===== src/rtl/mm_ptr_fifo_if.sv =====
// Bus-side write port and actor-side read port of the pointer FIFO.
// The slave modport is the FIFO itself; the master modport is its environment.
interface mm_ptr_fifo_if #(
  parameter int c_width    = 4,
  parameter int data_width = 32
);
  logic                  clear;
  logic                  wr_en;
  logic [data_width-1:0] wr_data;
  logic                  full;
  logic                  overflow;
  logic [data_width-1:0] out_data;
  logic                  out_send;
  logic                  out_ack;
  logic [c_width:0]      out_count;

  modport slave (
    input  clear, wr_en, wr_data, out_ack,
    output full, overflow, out_data, out_send, out_count
  );

  modport master (
    output clear, wr_en, wr_data, out_ack,
    input  full, overflow, out_data, out_send, out_count
  );
endinterface


===== src/rtl/mm_ptr_fifo.sv =====
// Show-ahead pointer FIFO between the coprocessor loader and a dataflow actor.
// Occupancy is tracked by an explicit count so full and empty never alias.
module mm_ptr_fifo #(
  parameter int c_width    = 4,
  parameter int data_width = 32
) (
  input  logic         c_clk,
  input  logic         c_reset,
  mm_ptr_fifo_if.slave bus
);
  localparam int depth = 1 << c_width;
  localparam logic [c_width:0] count_full = {1'b1, {c_width{1'b0}}};

  logic [c_width-1:0]    wr_ptr_q, wr_ptr_d;
  logic [c_width-1:0]    rd_ptr_q, rd_ptr_d;
  logic [c_width:0]      count_q, count_d;
  logic                  full_q, full_d;
  logic                  send_q, send_d;
  logic                  overflow_q, overflow_d;
  logic [data_width-1:0] mem_q [depth];

  logic wr_acc;
  logic rd_acc;

  // Both accepts look at registered flags, so a pop never frees a slot for a
  // same-cycle write and a write never feeds a same-cycle pop.
  assign wr_acc = bus.wr_en & ~full_q;
  assign rd_acc = bus.out_ack & send_q;

  always_comb begin
    // NOTE: every always_comb output gets a default first so no path leaves it unassigned (no latch).
    wr_ptr_d   = wr_ptr_q;
    rd_ptr_d   = rd_ptr_q;
    count_d    = count_q;
    overflow_d = overflow_q | (bus.wr_en & full_q);
    if (wr_acc) wr_ptr_d = wr_ptr_q + 1'b1;
    if (rd_acc) rd_ptr_d = rd_ptr_q + 1'b1;
    unique case ({wr_acc, rd_acc})
      2'b10:   count_d = count_q + 1'b1;
      2'b01:   count_d = count_q - 1'b1;
      default: count_d = count_q;
    endcase
    if (bus.clear) begin
      wr_ptr_d   = '0;
      rd_ptr_d   = '0;
      count_d    = '0;
      overflow_d = 1'b0;
    end
    full_d = (count_d == count_full);
    send_d = (count_d != '0);
  end

  // NOTE: sequential state uses non-blocking assignments so every flop samples pre-edge values.
  always_ff @(posedge c_clk or posedge c_reset) begin
    if (c_reset) begin
      wr_ptr_q   <= '0;
      rd_ptr_q   <= '0;
      count_q    <= '0;
      full_q     <= 1'b0;
      send_q     <= 1'b0;
      overflow_q <= 1'b0;
    end else begin
      wr_ptr_q   <= wr_ptr_d;
      rd_ptr_q   <= rd_ptr_d;
      count_q    <= count_d;
      full_q     <= full_d;
      send_q     <= send_d;
      overflow_q <= overflow_d;
    end
  end

  // NOTE: storage has no reset; out_send gates validity, and unreset RAM maps to plain memory.
  always_ff @(posedge c_clk) begin
    if (wr_acc && !bus.clear) mem_q[wr_ptr_q] <= bus.wr_data;
  end

  assign bus.out_data  = mem_q[rd_ptr_q];
  assign bus.out_send  = send_q;
  assign bus.full      = full_q;
  assign bus.overflow  = overflow_q;
  assign bus.out_count = count_q;
endmodule

===== src/flat_wrapper.sv =====
// flat-port wrapper written by rule: the top's interface ports become plain ports
module mm_ptr_fifo_flat 
#(
  parameter int c_width    = 4,
  parameter int data_width = 32
)
  (c_clk, c_reset, bus_clear, bus_wr_en, bus_wr_data, bus_out_ack, bus_full, bus_overflow, bus_out_data, bus_out_send, bus_out_count);
  mm_ptr_fifo_if #(.c_width(c_width), .data_width(data_width)) bus_i ();
  input  logic c_clk;
  input  logic c_reset;
  input wire logic [$bits(bus_i.clear)-1:0] bus_clear;
  input wire logic [$bits(bus_i.wr_en)-1:0] bus_wr_en;
  input wire logic [$bits(bus_i.wr_data)-1:0] bus_wr_data;
  input wire logic [$bits(bus_i.out_ack)-1:0] bus_out_ack;
  output wire logic [$bits(bus_i.full)-1:0] bus_full;
  output wire logic [$bits(bus_i.overflow)-1:0] bus_overflow;
  output wire logic [$bits(bus_i.out_data)-1:0] bus_out_data;
  output wire logic [$bits(bus_i.out_send)-1:0] bus_out_send;
  output wire logic [$bits(bus_i.out_count)-1:0] bus_out_count;
  assign bus_i.clear = bus_clear;
  assign bus_i.wr_en = bus_wr_en;
  assign bus_i.wr_data = bus_wr_data;
  assign bus_i.out_ack = bus_out_ack;
  assign bus_full = bus_i.full;
  assign bus_overflow = bus_i.overflow;
  assign bus_out_data = bus_i.out_data;
  assign bus_out_send = bus_i.out_send;
  assign bus_out_count = bus_i.out_count;
  mm_ptr_fifo #(.c_width(c_width), .data_width(data_width)) u_core (.c_clk(c_clk), .c_reset(c_reset), .bus(bus_i));
endmodule

===== config.mk =====
export PLATFORM = sky130hd
export DESIGN_NAME = mm_ptr_fifo_flat
export DESIGN_NICKNAME = d
export VERILOG_FILES = /design/src/rtl/mm_ptr_fifo_if.sv /design/src/rtl/mm_ptr_fifo.sv /design/src/flat_wrapper.sv
export SDC_FILE = /design/constraint.sdc
export NUM_CORES = 1
export LEC_CHECK = 0
export CAP_MARGIN = 20
export CORE_MARGIN = 2
export CORE_UTILIZATION = 40
export DETAILED_ROUTE_END_ITERATION = 8
export PLACE_DENSITY = 0.54
export SYNTH_ARGS = -nofsm -noshare
export SYNTH_HDL_FRONTEND = slang
export SYNTH_SLANG_ARGS = --single-unit
export TNS_END_PERCENT = 1

===== constraint.sdc =====
create_clock -name c_clk -period 6 [get_ports c_clk]
set_input_delay 1.2 -clock c_clk [delete_from_list [all_inputs] [get_ports c_clk]]
set_output_delay 1.2 -clock c_clk [all_outputs]
set_load 0.1 [all_outputs]

==> impl_metrics.prom <==
# TYPE chip_impl_metric gauge
chip_impl_metric{name="die_area",unit="sq um"} 52400
chip_impl_metric{name="worstPathRequired",unit="ns"} 4.80
chip_impl_metric{name="pwr-share-seq",unit="%"} 46.7
chip_impl_metric{name="area.growth.synth_to_final",unit="%"} 17.2
chip_impl_metric{name="drtIter0Drc",unit=""} 908
chip_impl_metric{name="clock_tree_skew_after_final_layout",unit="ns"} 0.0218
chip_impl_metric{name="drtAntennaViolNets",unit=""} 0
chip_impl_metric{name="ir_worst_vdd",unit="mV"} 0.245
chip_impl_metric{name="drt-pass1-iter-count",unit=""} 5
chip_impl_info{name="unrepaired_setup_endpoints_after_global_routing",value="no"} 1
chip_impl_metric{name="cts_htree_levels",unit=""} 2
chip_impl_info{name="tritoncts",value="done"} 1
chip_impl_metric{name="gp_congestion",unit=""} 0.695
chip_impl_metric{name="clk_latency",unit="ns"} 0.60
chip_impl_metric{name="pin_count_of_the_biggest_net_entering_global_routing",unit=""} 73
chip_impl_metric{name="min_period",unit="ns"} 5.05
chip_impl_metric{name="numCtsBuffers",unit=""} 56
chip_impl_metric{name="syn-mean-instance-area",unit="sq um"} 24.5
chip_impl_metric{name="number_of_gates_resized_after_cts",unit=""} 0
chip_impl_metric{name="detail_route.vias_per_cell",unit=""} 5.38
chip_impl_metric{name="post-layout-total-power",unit="mW"} 8.88
chip_impl_metric{name="filler_cell_count",unit=""} 4195
chip_impl_metric{name="dpl_cell_area",unit="sq um"} 22000
chip_impl_metric{name="via_count",unit=""} 8967
chip_impl_metric{name="detailedPlacementHpwl",unit="um"} 22400
chip_impl_metric{name="cp_data_arrival_time",unit="ns"} 3.85
chip_impl_info{name="min_path_type",value="flip-flop to flip-flop"} 1
chip_impl_metric{name="wl_per_cell",unit="um"} 26.1
chip_impl_metric{name="final_core_util",unit="%"} 47.4
chip_impl_metric{name="finalSetupTns",unit="ns"} 0
chip_impl_metric{name="diodes",unit=""} 0
chip_impl_metric{name="rows",unit=""} 82
chip_impl_metric{name="remaining_drc_errors",unit=""} 0
chip_impl_metric{name="final_layout_size_suffix_gt1_share",unit="%"} 29.8
chip_impl_metric{name="net_count_after_synthesis",unit=""} 872
chip_impl_metric{name="power.switching",unit="mW"} 2.33
chip_impl_metric{name="max_slew.worst_pin.slew",unit="ns"} 1.09
chip_impl_metric{name="floorplan.die.height",unit="um"} 229
chip_impl_metric{name="power.leakage",unit="nW"} 7.24
chip_impl_metric{name="io-pin-count",unit=""} 77
chip_impl_metric{name="final_nets",unit=""} 994
chip_impl_metric{name="finalInstanceArea",unit="sq um"} 23700
chip_impl_metric{name="number_of_global_route_vias_before_repair",unit=""} 9543
chip_impl_metric{name="relative_slew_slack",unit="%"} 27.0
chip_impl_metric{name="power_report.internal_total",unit="mW"} 6.55
chip_impl_metric{name="synth_cells",unit=""} 828
chip_impl_metric{name="combinational_share_of_power",unit="%"} 16.7
chip_impl_info{name="critPathLaunchType",value="flip-flop"} 1
chip_impl_metric{name="detail_route.wirelength",unit="um"} 43600
chip_impl_metric{name="final_max_slew_viol_count",unit=""} 0
chip_impl_metric{name="placedCellCount",unit=""} 1563
chip_impl_metric{name="stdcell_count",unit=""} 1668
chip_impl_metric{name="r2r.worst_path.cells",unit=""} 6
chip_impl_metric{name="cts_sinks",unit=""} 528
chip_impl_metric{name="max-cap-violations",unit=""} 0
chip_impl_metric{name="grt_pass1_wl",unit="um"} 64500
chip_impl_metric{name="antenna_found_initial",unit=""} 3
chip_impl_metric{name="die_width",unit="um"} 229
chip_impl_info{name="worst-setup-path-type",value="flip-flop to output port"} 1
chip_impl_info{name="worst_setup_path_end_kind",value="output port"} 1
chip_impl_metric{name="start_util",unit="%"} 40.4
chip_impl_metric{name="power.share.clock",unit="%"} 36.6
chip_impl_metric{name="fmax",unit="MHz"} 198
chip_impl_metric{name="cts-hold-fix-buffers",unit=""} 0
chip_impl_metric{name="synth_seq_area_share",unit="%"} 77.9
chip_impl_metric{name="synth_cell_type_count",unit=""} 34
chip_impl_metric{name="max-clock-path-buffers",unit=""} 3
chip_impl_info{name="clock_tree.root_cell",value="sky130_fd_sc_hd__clkbuf_16"} 1
chip_impl_metric{name="setup_viol",unit=""} 0
chip_impl_metric{name="path_clk_slew",unit="ns"} 0.06
chip_impl_metric{name="holdPathStages",unit=""} 2
chip_impl_metric{name="final-hold-violation-count",unit=""} 0
chip_impl_metric{name="placement.io_buffers",unit=""} 76
chip_impl_metric{name="final_min_period_over_clock_period",unit="%"} 84.2
chip_impl_metric{name="swShare",unit="%"} 26.3
chip_impl_metric{name="ys_ff_latch",unit=""} 528
chip_impl_metric{name="cts.repair_timing.setup_buffer_count",unit=""} 0
chip_impl_metric{name="grtUsageTotal",unit="%"} 17.0
chip_impl_metric{name="synth-warning-count",unit=""} 0
chip_impl_info{name="run_status",value="finished clean"} 1
chip_impl_metric{name="multi_input_area",unit="sq um"} 4300
chip_impl_metric{name="placeableCoreArea",unit="sq um"} 50100
chip_impl_metric{name="crit_path_max_fanout",unit=""} 44
chip_impl_metric{name="sequential_cell_area",unit="sq um"} 15800
chip_impl_metric{name="globalRouteOverflowTotal",unit=""} 0
chip_impl_metric{name="post_synth_instance_area",unit="sq um"} 20300
chip_impl_metric{name="power_density",unit="nW/um^2"} 374
[registers in the layout, indices dropped and copies added (netlist names)]
| signal | count |
|---|---|
| u_core.bus.full | 1 |
| u_core.bus.out_send | 1 |
| u_core.bus.overflow | 1 |
| u_core.rd_ptr_q | 4 |
| u_core.bus.out_count | 5 |
| u_core.wr_ptr_q | 4 |
| u_core.mem_q | 512 |
[layer usage]
metal,up-vias,GRT usage [%],share of wire (%)
li1,3787,-,-
met1,4886,22.9,42
met4,6,3.57,1.3
met2,236,28.6,51
met3,52,3.80,5.5
met5,-,0,0.087
[logic make-up (layout without fill, tap and decap cells)]
group                      count (synthesis)  after routing  share of synthesized area, %
DFF                                      528            528                          77.9
xor gates and xnor gates                  10             10                         0.433
buffers and inverters                     49            217                          1.43
adders and majority gates                  7              7                         0.432
and+or+nand+nor                           61             61                          1.50
muxes                                    164            164                          18.0
AOI/OAI and AO/OA                          9              9                         0.290
[worst paths after layout]
check	startpoint	end	slack (ns)
worst max-delay path	u_core.rd_ptr_q[0]$_DFFE_PP0P_	bus_out_data[17]	0.95
worst min-delay path	u_core.bus.overflow$_DFF_PP0_	u_core.bus.overflow$_DFF_PP0_	0.52
worst max register to register	u_core.bus.full$_DFF_PP0_	u_core.mem_q[15][27]$_DFFE_PP_	3.14
worst min register to register	u_core.bus.overflow$_DFF_PP0_	u_core.bus.overflow$_DFF_PP0_	0.52
max in group asynchronous	c_reset	u_core.rd_ptr_q[2]$_DFFE_PP0P_	4.48
min in group asynchronous	c_reset	u_core.bus.overflow$_DFF_PP0_	1.01
[layout by cell type, fill, tap and decap left out, types with 2 or more instances in the layout]
| cell | count |
|---|---|
| sky130_fd_sc_hd__clkdlybuf4s50_1 | 76 |
| sky130_fd_sc_hd__buf_4 | 26 |
| sky130_fd_sc_hd__nor2_1 | 16 |
| sky130_fd_sc_hd__nand2b_1 | 2 |
| sky130_fd_sc_hd__clkbuf_1 | 12 |
| sky130_fd_sc_hd__clkinv_2 | 12 |
| sky130_fd_sc_hd__a21oi_1 | 6 |
| sky130_fd_sc_hd__dfrtp_4 | 3 |
| sky130_fd_sc_hd__clkbuf_8 | 3 |
| sky130_fd_sc_hd__buf_12 | 5 |
| sky130_fd_sc_hd__inv_1 | 4 |
| sky130_fd_sc_hd__edfxtp_1 | 512 |
| sky130_fd_sc_hd__nor2_4 | 12 |
| sky130_fd_sc_hd__mux4_2 | 160 |
| sky130_fd_sc_hd__xnor2_1 | 3 |
| sky130_fd_sc_hd__ha_1 | 7 |
| sky130_fd_sc_hd__bufinv_16 | 3 |
| sky130_fd_sc_hd__clkinv_1 | 16 |
| sky130_fd_sc_hd__xor2_1 | 7 |
| sky130_fd_sc_hd__inv_6 | 2 |
| sky130_fd_sc_hd__clkbuf_16 | 56 |
| sky130_fd_sc_hd__nand2_1 | 11 |
| sky130_fd_sc_hd__nor3_1 | 5 |
| sky130_fd_sc_hd__dfrtp_1 | 12 |
| sky130_fd_sc_hd__nand4_1 | 2 |
| sky130_fd_sc_hd__nor3_2 | 4 |
| sky130_fd_sc_hd__mux2i_1 | 3 |
[power by group through the flow]
stage / clock (mW) / combinational, mW / sequential [mW]
final: 3.25 / 1.48 / 4.15
after detailed placement: 0 / 1.51 / 4.23
after CTS: 3.32 / 1.51 / 4.15
after floorplan: 0 / 1.12 / 4.28
after global routing: 3.47 / 1.57 / 4.16
after global placement: 0 / 1.51 / 4.23
[Yosys cell counts, drive strengths merged]
| library cell | instances | share of area (%) |
|---|---|---|
| a32oi | 1 | 0.043 |
| a21oi | 6 | 0.15 |
| dfrtp | 16 | 2.0 |
| nor4 | 1 | 0.062 |
| ha | 7 | 0.43 |
| edfxtp | 512 | 76 |
| nor3b | 1 | 0.037 |
| mux4 | 160 | 18 |
| a21boi | 1 | 0.037 |
| nor3 | 9 | 0.22 |
| nand4 | 2 | 0.062 |
| nor2 | 29 | 0.55 |
| nand3 | 1 | 0.049 |
| xnor2 | 3 | 0.13 |
| or4 | 1 | 0.056 |
| clkbuf | 18 | 0.33 |
| nand2 | 12 | 0.26 |
| nand2b | 2 | 0.062 |
| inv | 6 | 0.14 |
| mux2 | 1 | 0.074 |
| a211oi | 1 | 0.062 |
| xor2 | 7 | 0.30 |
| buf | 25 | 0.96 |
| nor2b | 2 | 0.099 |
| mux2i | 3 | 0.15 |
| nor4b | 1 | 0.043 |
[cell type report]
| type | count | area share, % |
|---|---|---|
| flip-flops and latches | 528 | 66.5 |
| multi-input cells | 251 | 18.1 |
| clock buffers | 71 | 6.27 |
| repair buffers | 107 | 4.45 |
| well taps | 672 | 3.54 |
| clock inverters | 33 | 0.991 |
| inverters | 6 | 0.116 |
[worst max-delay path, stage by stage, from the launching register on]
cell	delay, ns
sky130_fd_sc_hd__dfrtp_4	0.75
sky130_fd_sc_hd__buf_12	0.41
sky130_fd_sc_hd__mux4_2	0.56
sky130_fd_sc_hd__mux4_2	0.52
sky130_fd_sc_hd__clkdlybuf4s50_1	0.99
[through the flow]
stage               setup WS (ns)  hold slack, ns
global placement             1.48           0.488
CTS                         0.828           0.527
finish                      0.946           0.516
detailed placement           1.48           0.509
global route                0.725           0.601
floorplan                    1.53           0.556
Power figures use the tool's default switching activity.
